`src/rtl/lcd_cls_cmd_serializer.sv`:
```
// Serialises LCD clear / line-write escape sequences into a byte stream with a valid/ready handshake.
// Optional LCD_CLS_TEXT_LATCH_EN latches the selected line text when the command is accepted.
module lcd_cls_cmd_serializer (
  input  logic         i_clk_20mhz,
  input  logic         i_rst_20mhz,
  input  logic         i_ce_2_5mhz,
  input  logic         i_cmd_wr_clear_display,
  input  logic         i_cmd_wr_text_line1,
  input  logic         i_cmd_wr_text_line2,
  input  logic [127:0] i_dat_ascii_line1,
  input  logic [127:0] i_dat_ascii_line2,
  output logic         o_command_ready,
  output logic [7:0]   o_tx_data,
  output logic         o_tx_valid,
  input  logic         i_tx_ready,
  output logic         o_cmd_done
);

  typedef enum logic [1:0] {ST_IDLE, ST_LOAD, ST_SEND, ST_DONE} state_e;

  localparam logic [1:0] CmdClear = 2'd0;
  localparam logic [1:0] CmdLine1 = 2'd1;
  localparam logic [1:0] CmdLine2 = 2'd2;

  state_e       state_q, state_d;
  logic [1:0]   cmd_q, cmd_d;
  logic [4:0]   idx_q, idx_d;
  logic         tx_valid_q, tx_valid_d;
  logic [7:0]   tx_data_q, tx_data_d;
  logic [127:0] text_sel;
  logic [4:0]   last_idx;

`ifdef LCD_CLS_TEXT_LATCH_EN
  logic [127:0] text_q, text_d;
  assign text_sel = text_q;
`else
  assign text_sel = (cmd_q == CmdLine2) ? i_dat_ascii_line2 : i_dat_ascii_line1;
`endif

  // Byte idx of the sequence for a command; chars start at idx 6, leftmost in the MSBs.
  function automatic logic [7:0] cmd_byte(input logic [1:0]   cmd,
                                          input logic [4:0]   idx,
                                          input logic [127:0] text);
    logic [3:0] c;
    c = 4'(idx - 5'd6);
    if (cmd == CmdClear) begin
      case (idx)
        5'd0:    cmd_byte = 8'h1B;
        5'd1:    cmd_byte = 8'h5B;
        default: cmd_byte = 8'h6A;
      endcase
    end else begin
      case (idx)
        5'd0:    cmd_byte = 8'h1B;
        5'd1:    cmd_byte = 8'h5B;
        5'd2:    cmd_byte = (cmd == CmdLine2) ? 8'h31 : 8'h30;
        5'd3:    cmd_byte = 8'h3B;
        5'd4:    cmd_byte = 8'h30;
        5'd5:    cmd_byte = 8'h48;
        default: cmd_byte = text[{~c, 3'b000} +: 8];
      endcase
    end
  endfunction

  assign last_idx = (cmd_q == CmdClear) ? 5'd2 : 5'd21;

  always_comb begin
    state_d    = state_q;
    cmd_d      = cmd_q;
    idx_d      = idx_q;
    tx_valid_d = tx_valid_q;
    tx_data_d  = tx_data_q;
`ifdef LCD_CLS_TEXT_LATCH_EN
    text_d     = text_q;
`endif
    if (i_ce_2_5mhz) begin
      case (state_q)
        ST_IDLE: begin
          if (i_cmd_wr_clear_display || i_cmd_wr_text_line1 || i_cmd_wr_text_line2) begin
            cmd_d   = i_cmd_wr_clear_display ? CmdClear :
                      i_cmd_wr_text_line1    ? CmdLine1 : CmdLine2;
            idx_d   = 5'd0;
            state_d = ST_LOAD;
`ifdef LCD_CLS_TEXT_LATCH_EN
            text_d  = (!i_cmd_wr_clear_display && !i_cmd_wr_text_line1) ?
                      i_dat_ascii_line2 : i_dat_ascii_line1;
`endif
          end
        end
        ST_LOAD: begin
          tx_valid_d = 1'b1;
          tx_data_d  = cmd_byte(cmd_q, 5'd0, text_sel);
          idx_d      = 5'd0;
          state_d    = ST_SEND;
        end
        ST_SEND: begin
          if (tx_valid_q && i_tx_ready) begin
            if (idx_q == last_idx) begin
              tx_valid_d = 1'b0;
              state_d    = ST_DONE;
            end else begin
              // Next byte goes out on the same edge as the transfer.
              idx_d     = idx_q + 5'd1;
              tx_data_d = cmd_byte(cmd_q, idx_q + 5'd1, text_sel);
            end
          end
        end
        ST_DONE: begin
          idx_d   = 5'd0;
          state_d = ST_IDLE;
        end
        default: state_d = ST_IDLE;
      endcase
    end
  end

  always_ff @(posedge i_clk_20mhz) begin
    if (i_rst_20mhz) begin
      state_q    <= ST_IDLE;
      cmd_q      <= CmdClear;
      idx_q      <= 5'd0;
      tx_valid_q <= 1'b0;
      tx_data_q  <= 8'h00;
`ifdef LCD_CLS_TEXT_LATCH_EN
      text_q     <= '0;
`endif
    end else begin
      state_q    <= state_d;
      cmd_q      <= cmd_d;
      idx_q      <= idx_d;
      tx_valid_q <= tx_valid_d;
      tx_data_q  <= tx_data_d;
`ifdef LCD_CLS_TEXT_LATCH_EN
      text_q     <= text_d;
`endif
    end
  end

  assign o_command_ready = (state_q == ST_IDLE);
  assign o_cmd_done      = (state_q == ST_DONE);
  assign o_tx_valid      = tx_valid_q;
  assign o_tx_data       = tx_data_q;

endmodule

```
`config.mk`:
```
export PLATFORM = sky130hd
export DESIGN_NAME = lcd_cls_cmd_serializer
export DESIGN_NICKNAME = d
export VERILOG_FILES = /design/src/rtl/lcd_cls_cmd_serializer.sv
export SDC_FILE = /design/constraint.sdc
export NUM_CORES = 1
export LEC_CHECK = 0
export ABC_AREA = 0
export CAP_MARGIN = 20
export CORE_MARGIN = 1
export CORE_UTILIZATION = 32
export DETAILED_ROUTE_END_ITERATION = 12
export HOLD_SLACK_MARGIN = 0.08
export PLACE_DENSITY_LB_ADDON = 0.3
export SLEW_MARGIN = 25
export SYNTH_ARGS = -nofsm -noshare
export SYNTH_HDL_FRONTEND = slang
export SYNTH_SLANG_ARGS = --single-unit
```
`constraint.sdc`:
```
create_clock -name i_clk_20mhz -period 2.7 [get_ports i_clk_20mhz]
set_input_delay 0.54 -clock i_clk_20mhz [delete_from_list [all_inputs] [get_ports i_clk_20mhz]]
set_output_delay 0.54 -clock i_clk_20mhz [all_outputs]
set_load 0.05 [all_outputs]
```
==> results of run 1 <==
==> flip-flops by register name, indices dropped and copies added (netlist names) <==
register,cells
idx_q,5
o_tx_data,8
o_tx_valid,1
state_q,2
cmd_q,2
==> worst max-delay path, cell delays in order, from the launching register on <==
cell      delay [ns]
dfxtp_1         0.39
ha_1            0.24
xnor2_2         0.13
inv_1           0.10
ha_4            0.33
nand2b_1        0.15
buf_4           0.15
a211oi_1        0.05
nor4_1          0.41
a32oi_1         0.11
a31oi_1         0.20
o221a_2         0.20
==> cell type report <==
| cell class | count | area, um^2 |
|---|---|---|
| Fill cell | 1078 | 4580 |
| Inverter | 10 | 37.5 |
| Timing Repair Buffer | 307 | 3090 |
| Clock buffer | 4 | 88.8 |
| Sequential cell | 18 | 360 |
| Multi-Input combinational cell | 443 | 3030 |
| Tap cell | 143 | 179 |
==> layer usage <==
layer,up-vias,GRT usage (%),part of all wire (%)
li1,2489,-,-
met5,-,0,0
met4,0,11.2,3.4
met2,204,51.1,50
met3,41,3.56,7.0
met1,2459,33.2,40
==> final timing paths <==
| check | startpoint | slack (ns) | endpoint | depth (start not counted) |
|---|---|---|---|---|
| worst max-delay path | idx_q[0] | 0.19 | o_tx_data[1] | 11 |
| worst min-delay path | o_tx_data[7] | 0.47 | o_tx_data[7] | 1 |
| worst max register to register | idx_q[0] | 0.19 | o_tx_data[1] | 11 |
| worst min register to register | o_tx_data[7] | 0.47 | o_tx_data[7] | 1 |
==> synth_stat cells (11+ instances only) <==
master    number  share of area [%]
a32oi_1       21                4.9
a21oi_1       13                1.7
buf_2         21                2.8
mux2i_1       36                9.7
dfxtp_1       18                9.7
a32o_1        11                3.0
nor2_1        22                2.2
nand4_1       17                2.9
nor3_1        11                1.5
nand3_1       28                3.8
and3b_1       28                6.6
nand2_1      121                 12
a211oi_1      28                5.6
==> where the power goes <==
part,internal (mW),switching [mW]
clock network,0.226,0.118
logic,0.592,0.441
registers,0.284,0.0143
total,1.10,0.573
==> metrics by stage <==
stage / hold slack (ns) / TNS [ns] / utilization [%] / cell area [um^2]
after global placement: 0.452 / 0 / 58.6 / 6660
after CTS: 0.470 / 0 / 59.4 / 6750
after detailed placement: 0.457 / -0.0780 / 58.6 / 6660
final: 0.467 / 0 / 59.7 / 6790
after floorplan: 0.505 / 0 / - / 3730
after global routing: 0.492 / 0 / 59.7 / 6790
==> cells by family after synthesis <==
group                      Yosys count  synth area share (%)
AOI/OAI and AO/OA                  120                  25.5
xor gates and xnor gates             4                 0.941
adders and majority gates            9                  3.03
buffers and inverters               58                  10.2
DFF                                 18                  9.68
muxes                               45                  14.5
and+or+nand+nor                    265                  36.1
==> timing repair <==
item | 4_1_cts | 5_1_grt
endpoints found under the setup margin | 2 | 6
resized for setup | 1 | 5
hold buffers | 0 | 0
gates cloned | 0 | 0
setup buffers | 0 | 2
pin swaps | 0 | 1
==> impl_metrics.ini, run 1 <==
[worst_hold_path]
holdCritPathClass = flop to flop

[die]
io_pins = 274
die_width_um = 110
starting_density_pct = 32.7
std_cell_rows = 39
die_h_um = 110
coreArea_um2 = 11400
floorplan_die_area_um2 = 12100

[synthesis]
syn-cell-area_um2 = 3720
mappedNetlistNets = 791
async_reset_ff_share_pct = 0
postSynth.topFlopCell = dfxtp_1
synth_enable_flop_cells = 0
ys_ff_latch = 18
yosysWarnings = 0
yosys.cell_types.count = 69
syn-instance-count = 519
synth.avg_cell_area_um2 = 7.17
synth_sequential_area_ratio_pct = 9.68

[clocking]
clock_sinks = 18
htree_num_levels = 1
clkLatencyLatePin_ns = 0.26
cts_tree = done
clock-root-buffer = clkbuf_16
cts_inserted_buffers = 3
worst_setup_hold_path_clk_slew_ns = 0.06
clk_path_buf_depth = 2

[grt]
grt_usage_pct = 28.2
largest_net_degree_at_the_start_of_global_routing = 42
grt_pass1_vias = 4975
wire_length_of_the_first_global_routing_pass_mm = 26.0
initial_antenna_violation_count = 0
overflow = 0

[run]
drv_cap = 0

[finish]
share_of_layout_cells_above_drive_strength_1_pct = 8.82
non_filler_cells_in_the_finished_layout = 925
finish.net_count = 1055
antenna-diode-count = 0
final_common_cell = clkdlybuf4s50_1
most_frequent_cells_in_the_layout = clkdlybuf4s50_1 (273), nand2_1 (120), mux2i_1 (36), nand3_1 (28), and3b_1 (28)
area.growth.synth_to_final_pct = 82.4

[critical_path]
worst-setup-path-type = flop to flop
worst-endpoint-required_ns = 2.91
worstSetupEndpointType = flop
worst_ep_arrival_time_ns = 2.72
max_fo_critical_path = 8
cp-start-kind = flop

[power]
total_power_of_the_final_layout_mw = 1.68
p_leak_nw = 2.68
ir_worst_vdd_mv = 0.220
power_per_cell_area_nw_per_um2 = 247

[timing]
achievable-frequency_mhz = 399
finalClockSkew_ns = 0.00572
max_slew.worst_pin.slew_ns = 0.552
slew_violations = 0
fin_crit_sh_pct = 92.9
post-route-min-period_ns = 2.51
finalSetupViolations = 0
max-slew-margin-rel_pct = 63.1
rsz0062_at_grt = no
report.final.hold_viol_count = 0
setup_ws_ns = 0.191

[place]
place.port_buffers = 273
placed_cells = 919
detailed_place_hpwl_mm = 14.6
dpl_worst_slack_ns = -0.0590
gp_congestion = 0.889

[routing]
drcViolationCount = 0
drtAntennaViolNets = 0
first_iter_violations = 291
route.detailed.vias_per_inst = 5.61
dr_total_vias = 5193
drt_pass1_iterations = 4
postRouteWirelength_mm = 18.0
wl_per_cell_um = 19.4

[outcome]
status = completed
No activity file was read; power rests on OpenSTA's default activity.
==> inputs of run 2 (changes only) <==
--- a/config.mk
+++ b/config.mk
@@ -5,7 +5,7 @@
 export SDC_FILE = /design/constraint.sdc
 export NUM_CORES = 1
 export LEC_CHECK = 0
-export ABC_AREA = 0
+export ABC_AREA = 1
 export CAP_MARGIN = 20
 export CORE_MARGIN = 1
 export CORE_UTILIZATION = 32
==> run 2 against run 1 <==
Global-route usage is essentially flat; synthesized cell count grew 41%; register-to-register slack gained 0.14 ns; clock skew shrank 0.0020 ns; area after synthesis is essentially flat; sequential cell count is the same; maximum frequency grew 6.1%; setup slack gained 0.14 ns; count of clock-buffer cells in the layout is the same; sequential share of layout area grew 0.16 points; die area is essentially flat; largest cell class unchanged; highest routed layer unchanged.
==> impl_metrics.ini, run 2 <==
[timing]
slew_violations = 0
post-route-min-period_ns = 2.37
finalClockSkew_ns = 0.00375
finalSetupViolations = 0
final_layout_setup_total_negative_slack_ns = 0
achievable-frequency_mhz = 423
report.final.hold_viol_count = 0
fin_crit_sh_pct = 87.6
rsz0062_at_grt = no
max-slew-margin-rel_pct = 45.2
max_slew.worst_pin.slew_ns = 0.822

[clocking]
post-cts-setup-buffers = 0
ctsResizeCount = 0
worst_setup_hold_path_clk_slew_ns = 0.06
htree_num_levels = 1
clk_path_buf_depth = 2
clock-root-buffer = clkbuf_16
cts-hold-fix-buffers = 0
cts_tree = done
cts_inserted_buffers = 3
clock_sinks = 18
clkLatencyLatePin_ns = 0.25

[critical_path]
worst-endpoint-required_ns = 2.83
reg2reg_from = idx_q[1]
worst-setup-path-type = flop to flop
crit_start = idx_q[1]
critical_path.cell_chain = inv_1, ha_1, ha_1, clkinv_1, buf_4, a21oi_1, o31ai_1, nand2_1, nor2_1, nor2_1, nor2_1
worstSetupEndpointType = flop
cp-start-kind = flop
cpPeakStageDelay_ns = 0.47
max_fo_critical_path = 12
critical_path_s_slowest_cell = dfxtp_1
worst_ep_arrival_time_ns = 2.49
path_delay_family = adder cells
worst-r2r-setup-slack_ns = 0.33
crit_path_buffers_inverters = 3
crit_path_frequent_cell = nor2_1

[grt]
largest_net_degree_at_the_start_of_global_routing = 82
grt_pass1_vias = 5262
grt_usage_pct = 28.1
initial_antenna_violation_count = 2
wire_length_of_the_first_global_routing_pass_mm = 26.4
overflow = 0

[die]
io_pins = 274
std_cell_rows = 39
die_h_um = 110
die_width_um = 110
starting_density_pct = 32.8
floorplan_die_area_um2 = 12100
coreArea_um2 = 11400

[synthesis]
post_synth_and_or_nand_nor_area_fraction_pct = 50.8
async_reset_ff_share_pct = 0
synth.avg_cell_area_um2 = 5.09
mappedNetlistNets = 1003
yosys.area_share.xor_xnor_pct = 0.672
synth_top_family_by_area = simple AND/OR/NAND/NOR gates
synth_enable_flop_cells = 0
syn-instance-count = 731
yosys.cell_types.count = 33
yosysTopAreaCellShare_pct = 18.4
syn-cell-area_um2 = 3720
postSynth.topFlopCell = dfxtp_1
synth-compound-area-share_pct = 22.5
ys_ff_latch = 18
post-synth-top-area-cell = nand2_1
yosysWarnings = 0
synth_fa_ha_area_share_pct = 3.02
multiplexer_area_fraction_after_synthesis_pct = 0
synth_sequential_area_ratio_pct = 9.68
yosys-top-cells-area = nand2_1 (18%), nand3_1 (18%), o21ai_0 (12%)
synth_top_cells_by_count = nand2_1 (183), nand3_1 (133), nor2_1 (114)
synth_most_common_cell = nand2_1

[routing]
drt_pass1_iterations = 5
first_iter_violations = 409
route.detailed.vias_per_inst = 5.11
dr_total_vias = 5700
drtAntennaViolNets = 0
drcViolationCount = 0
wl_per_cell_um = 15.9
postRouteWirelength_mm = 17.7

[run]
drv_cap = 0

[finish]
largest_register_ffs = 8
share_of_layout_cells_above_drive_strength_1_pct = 3.40
most_frequent_cells_in_the_layout = clkdlybuf4s50_1 (273), nand2_1 (183), nand3_1 (133), nor2_1 (114), o21ai_0 (90)
n_fill_cell = 1138
area.growth.synth_to_final_pct = 77.6
final_common_cell = clkdlybuf4s50_1
finish.net_count = 1243

[place]
place.port_buffers = 273
gp_congestion = 0.978
detailed_place_hpwl_mm = 13.8

[power]
power_per_cell_area_nw_per_um2 = 332
p_leak_nw = 2.73
total_power_of_the_final_layout_mw = 2.20
ir_worst_vdd_mv = 0.355

[worst_hold_path]
holdCritPathClass = flop to flop
hold_start = idx_q[4]

[outcome]
status = completed
[run 2: routing by layer]
metal / vias up / share of wire (%) / global-route usage [%]
li1: 2916 / - / -
met1: 2493 / 42 / 35.0
met2: 245 / 44 / 46.6
met3: 46 / 9.3 / 5.16
met4: 0 / 4.0 / 13.2
met5: - / 0 / 0
[run 2: final timing paths]
check                                    end  cells after the start
worst max-delay path            o_tx_data[7]                     11
worst min register to register      idx_q[4]                      2
worst max register to register  o_tx_data[7]                     11
worst min-delay path                idx_q[4]                      2
[run 2: through the flow]
step,setup WS [ns],cells,utilization (%),instance area (um^2),hold WS (ns)
floorplan,0.194,731,-,3720,0.458
global placement,0.446,1109,57.3,6520,0.472
detailed placement,0.356,1109,57.3,6520,0.473
CTS,0.343,1113,58.1,6610,0.482
global route,0.135,1115,58.2,6610,0.513
finish,0.335,1115,58.2,6610,0.477
[run 2: worst reg2reg max path, cell delays in order, from the launching register on]
cell      delay, ns
dfxtp_1        0.47
inv_1          0.13
ha_1           0.35
ha_1           0.32
clkinv_1       0.19
buf_4          0.25
a21oi_1        0.18
o31ai_1        0.10
nand2_1        0.07
nor2_1         0.04
nor2_1         0.10
nor2_1         0.05
[run 2: cell type report]
class,instances,area [um^2],area share (%)
antenna,2,5.00,0.0757
clock buffer,4,88.8,1.34
inverter,51,194,2.93
multi-input combinational,608,2870,43.4
sequential,18,362,5.47
tap,143,179,2.71
timing repair buffer,289,2920,44.1
[run 2: cells by family after synthesis]
group | after synthesis
simple gates | 445
flops | 18
fa+ha+maj | 9
xor+xnor | 2
compound gates | 152
buf+inv | 105
[run 2: report_power, final]
| part | internal [mW] | switching [mW] | leakage [nW] |
|---|---|---|---|
| registers | 0.294 | 0.0334 | 0.147 |
| clock network | 0.226 | 0.105 | 0.0442 |
| logic | 0.711 | 0.828 | 2.54 |
| total | 1.23 | 0.966 | 2.73 |
==> inputs of run 3 (changes only) <==
--- a/config.mk
+++ b/config.mk
@@ -7,9 +7,10 @@
 export LEC_CHECK = 0
 export ABC_AREA = 1
 export CAP_MARGIN = 20
-export CORE_MARGIN = 1
-export CORE_UTILIZATION = 32
+export CORE_AREA = 2 2 105 107
 export DETAILED_ROUTE_END_ITERATION = 12
+export DIE_AREA = 0 0 107 109
+export DONT_BUFFER_PORTS = 1
 export HOLD_SLACK_MARGIN = 0.08
 export PLACE_DENSITY_LB_ADDON = 0.3
 export SLEW_MARGIN = 25
==> run 3 against run 2 <==
Final cell count down 25%; largest power group unchanged; critical endpoint is now o_tx_data[6]; hold slack worse by 0.14 ns; highest routed layer is now met5; maximum frequency about the same; critical path depth up 2; setup slack about the same.
==> impl_metrics.ini, run 3 (synthesis results as in run 2) <==
[outcome]
status = completed

[routing]
first_iter_violations = 463
postRouteWirelength_mm = 14.6
drcViolationCount = 0
wl_per_cell_um = 17.4
drtAntennaViolNets = 0
dr_total_vias = 4711
drt_pass1_iterations = 5
route.detailed.vias_per_inst = 5.60

[timing]
fin_crit_sh_pct = 87.6
rsz0062_at_grt = no
max_slew.worst_pin.slew_ns = 0.777
finalSetupViolations = 0
finalClockSkew_ns = 0.00624
max-slew-margin-rel_pct = 48.2
report.final.hold_viol_count = 0
achievable-frequency_mhz = 423
final_layout_setup_total_negative_slack_ns = 0
slew_violations = 0
post-route-min-period_ns = 2.36

[die]
floorplan_die_area_um2 = 11700
io_pins = 274
std_cell_rows = 38
die_h_um = 109
coreArea_um2 = 10600
starting_density_pct = 35.1
die_width_um = 107

[critical_path]
crit_start = idx_q[1]
critical_path_s_slowest_cell = dfxtp_1
worst_ep_arrival_time_ns = 2.55
worst-endpoint-required_ns = 2.89
max_fo_critical_path = 8
worst-setup-path-type = flop to flop
cpPeakStageDelay_ns = 0.48
worstSetupEndpointType = flop
path_delay_family = adder cells
crit_path_frequent_cell = nand2_1
crit_path_buffers_inverters = 3
critical_path.cell_chain = inv_1, ha_1, ha_1, xnor2_1, buf_4, inv_1, nand3_1, nand2_1, nand2_1, nand2_1, nand2_1, nand2_1, a21oi_1
cp-start-kind = flop
reg2reg_from = idx_q[1]

[power]
ir_worst_vdd_mv = 0.296
power_per_cell_area_nw_per_um2 = 434
p_leak_nw = 1.65

[worst_hold_path]
hold_start = i_rst_20mhz
holdCritPathClass = input pin to flop

[run]
drv_cap = 0

[grt]
wire_length_of_the_first_global_routing_pass_mm = 21.1
use_met1_pct = 30.1
overflow = 0
largest_net_degree_at_the_start_of_global_routing = 100
grt-busiest-layer = met2
gr-usage-met3_pct = 3.83
groute.layer.met2.usage_pct = 38.4
grt_pass1_vias = 4021
grt_usage_pct = 22.8
initial_antenna_violation_count = 2

[clocking]
cts-hold-fix-buffers = 0
clock_sinks = 18
clock-root-buffer = clkbuf_8
cts_inserted_buffers = 3
worst_setup_hold_path_clk_slew_ns = 0.07
htree_num_levels = 1
cts_tree = done
clk_path_buf_depth = 2
clkLatencyLatePin_ns = 0.26

[finish]
largest_register_ffs = 8
finish.net_count = 973
final_common_cell = nand2_1
most_frequent_cells_in_the_layout = nand2_1 (183), nand3_1 (133), nor2_1 (114), o21ai_0 (90), inv_1 (45)
area.growth.synth_to_final_pct = 2.86
non_filler_cells_in_the_finished_layout = 841
share_of_layout_cells_above_drive_strength_1_pct = 5.14
n_fill_cell = 1249

[place]
gp_congestion = 0.985
placed_cells = 836
place.port_buffers = 0
detailed_place_hpwl_mm = 11.3
[run 3: changes by cell type in the layout (fill, tap and decap cells not counted)]
cell             previous run  this run
buf_6                       0         1
buf_12                      5         2
diode_2                     2         1
clkbuf_8                    1         4
clkdlybuf4s50_1           273         0
buf_4                      11        16
clkbuf_16                   3         0
[run 3: cell type report]
| class | count | area [um^2] | area share (%) |
|---|---|---|---|
| tap | 140 | 175 | 4.57 |
| clock buffer | 4 | 55.1 | 1.44 |
| sequential | 18 | 362 | 9.44 |
| multi-input combinational | 608 | 2870 | 74.9 |
| inverter | 51 | 194 | 5.06 |
| antenna | 1 | 2.50 | 0.0653 |
| timing repair buffer | 19 | 171 | 4.48 |
[run 3: path summary, 6_finish.rpt]
path | slack, ns | end | cells after the start
hold reg to reg | 0.50 | idx_q[4] | 2
setup / recovery | 0.34 | o_tx_data[6] | 13
hold / removal | 0.34 | idx_q[2] | 1
setup reg to reg | 0.34 | o_tx_data[6] | 13
[run 3: per-stage QoR]
stage | power [mW] | area [um^2] | util, % | hold WS (ns) | worst slack [ns]
floorplan | 1.21 | 3720 | - | 0.458 | 0.194
global placement | 1.44 | 3770 | 35.5 | 0.487 | 0.244
detailed placement | 1.44 | 3770 | 35.5 | 0.484 | 0.220
CTS | 1.67 | 3820 | 36.1 | 0.341 | 0.194
global route | 1.81 | 3830 | 36.1 | 0.337 | 0.123
finish | 1.66 | 3830 | 36.1 | 0.340 | 0.335
[run 3: power by group]
| group | leakage, nW | switching (mW) | internal, mW |
|---|---|---|---|
| sequential | 0.147 | 0.0805 | 0.294 |
| combinational | 1.47 | 0.713 | 0.351 |
| clock | 0.0288 | 0.0953 | 0.130 |
[run 3: worst register-to-register path: stages, from the launching register on]
cell,delay (ns)
dfxtp_1,0.48
inv_1,0.13
ha_1,0.34
ha_1,0.22
xnor2_1,0.28
buf_4,0.20
inv_1,0.12
nand3_1,0.11
nand2_1,0.07
nand2_1,0.06
nand2_1,0.06
nand2_1,0.06
nand2_1,0.07
a21oi_1,0.12
[run 3: timing repair]
| item | 4_1_cts | 5_1_grt |
|---|---|---|
| resized for setup | 0 | 1 |
| setup endpoints to repair | 0 | 1 |
| setup buffers | 0 | 0 |
[run 3: per-layer routing]
layer / wire length [um] / vias to the layer above / part of all wire, %
li1: - / 2376 / -
met1: 6370 / 2060 / 44
met2: 6730 / 253 / 46
met3: 1210 / 20 / 8.3
met4: 311 / 2 / 2.1
met5: 10 / - / 0.068
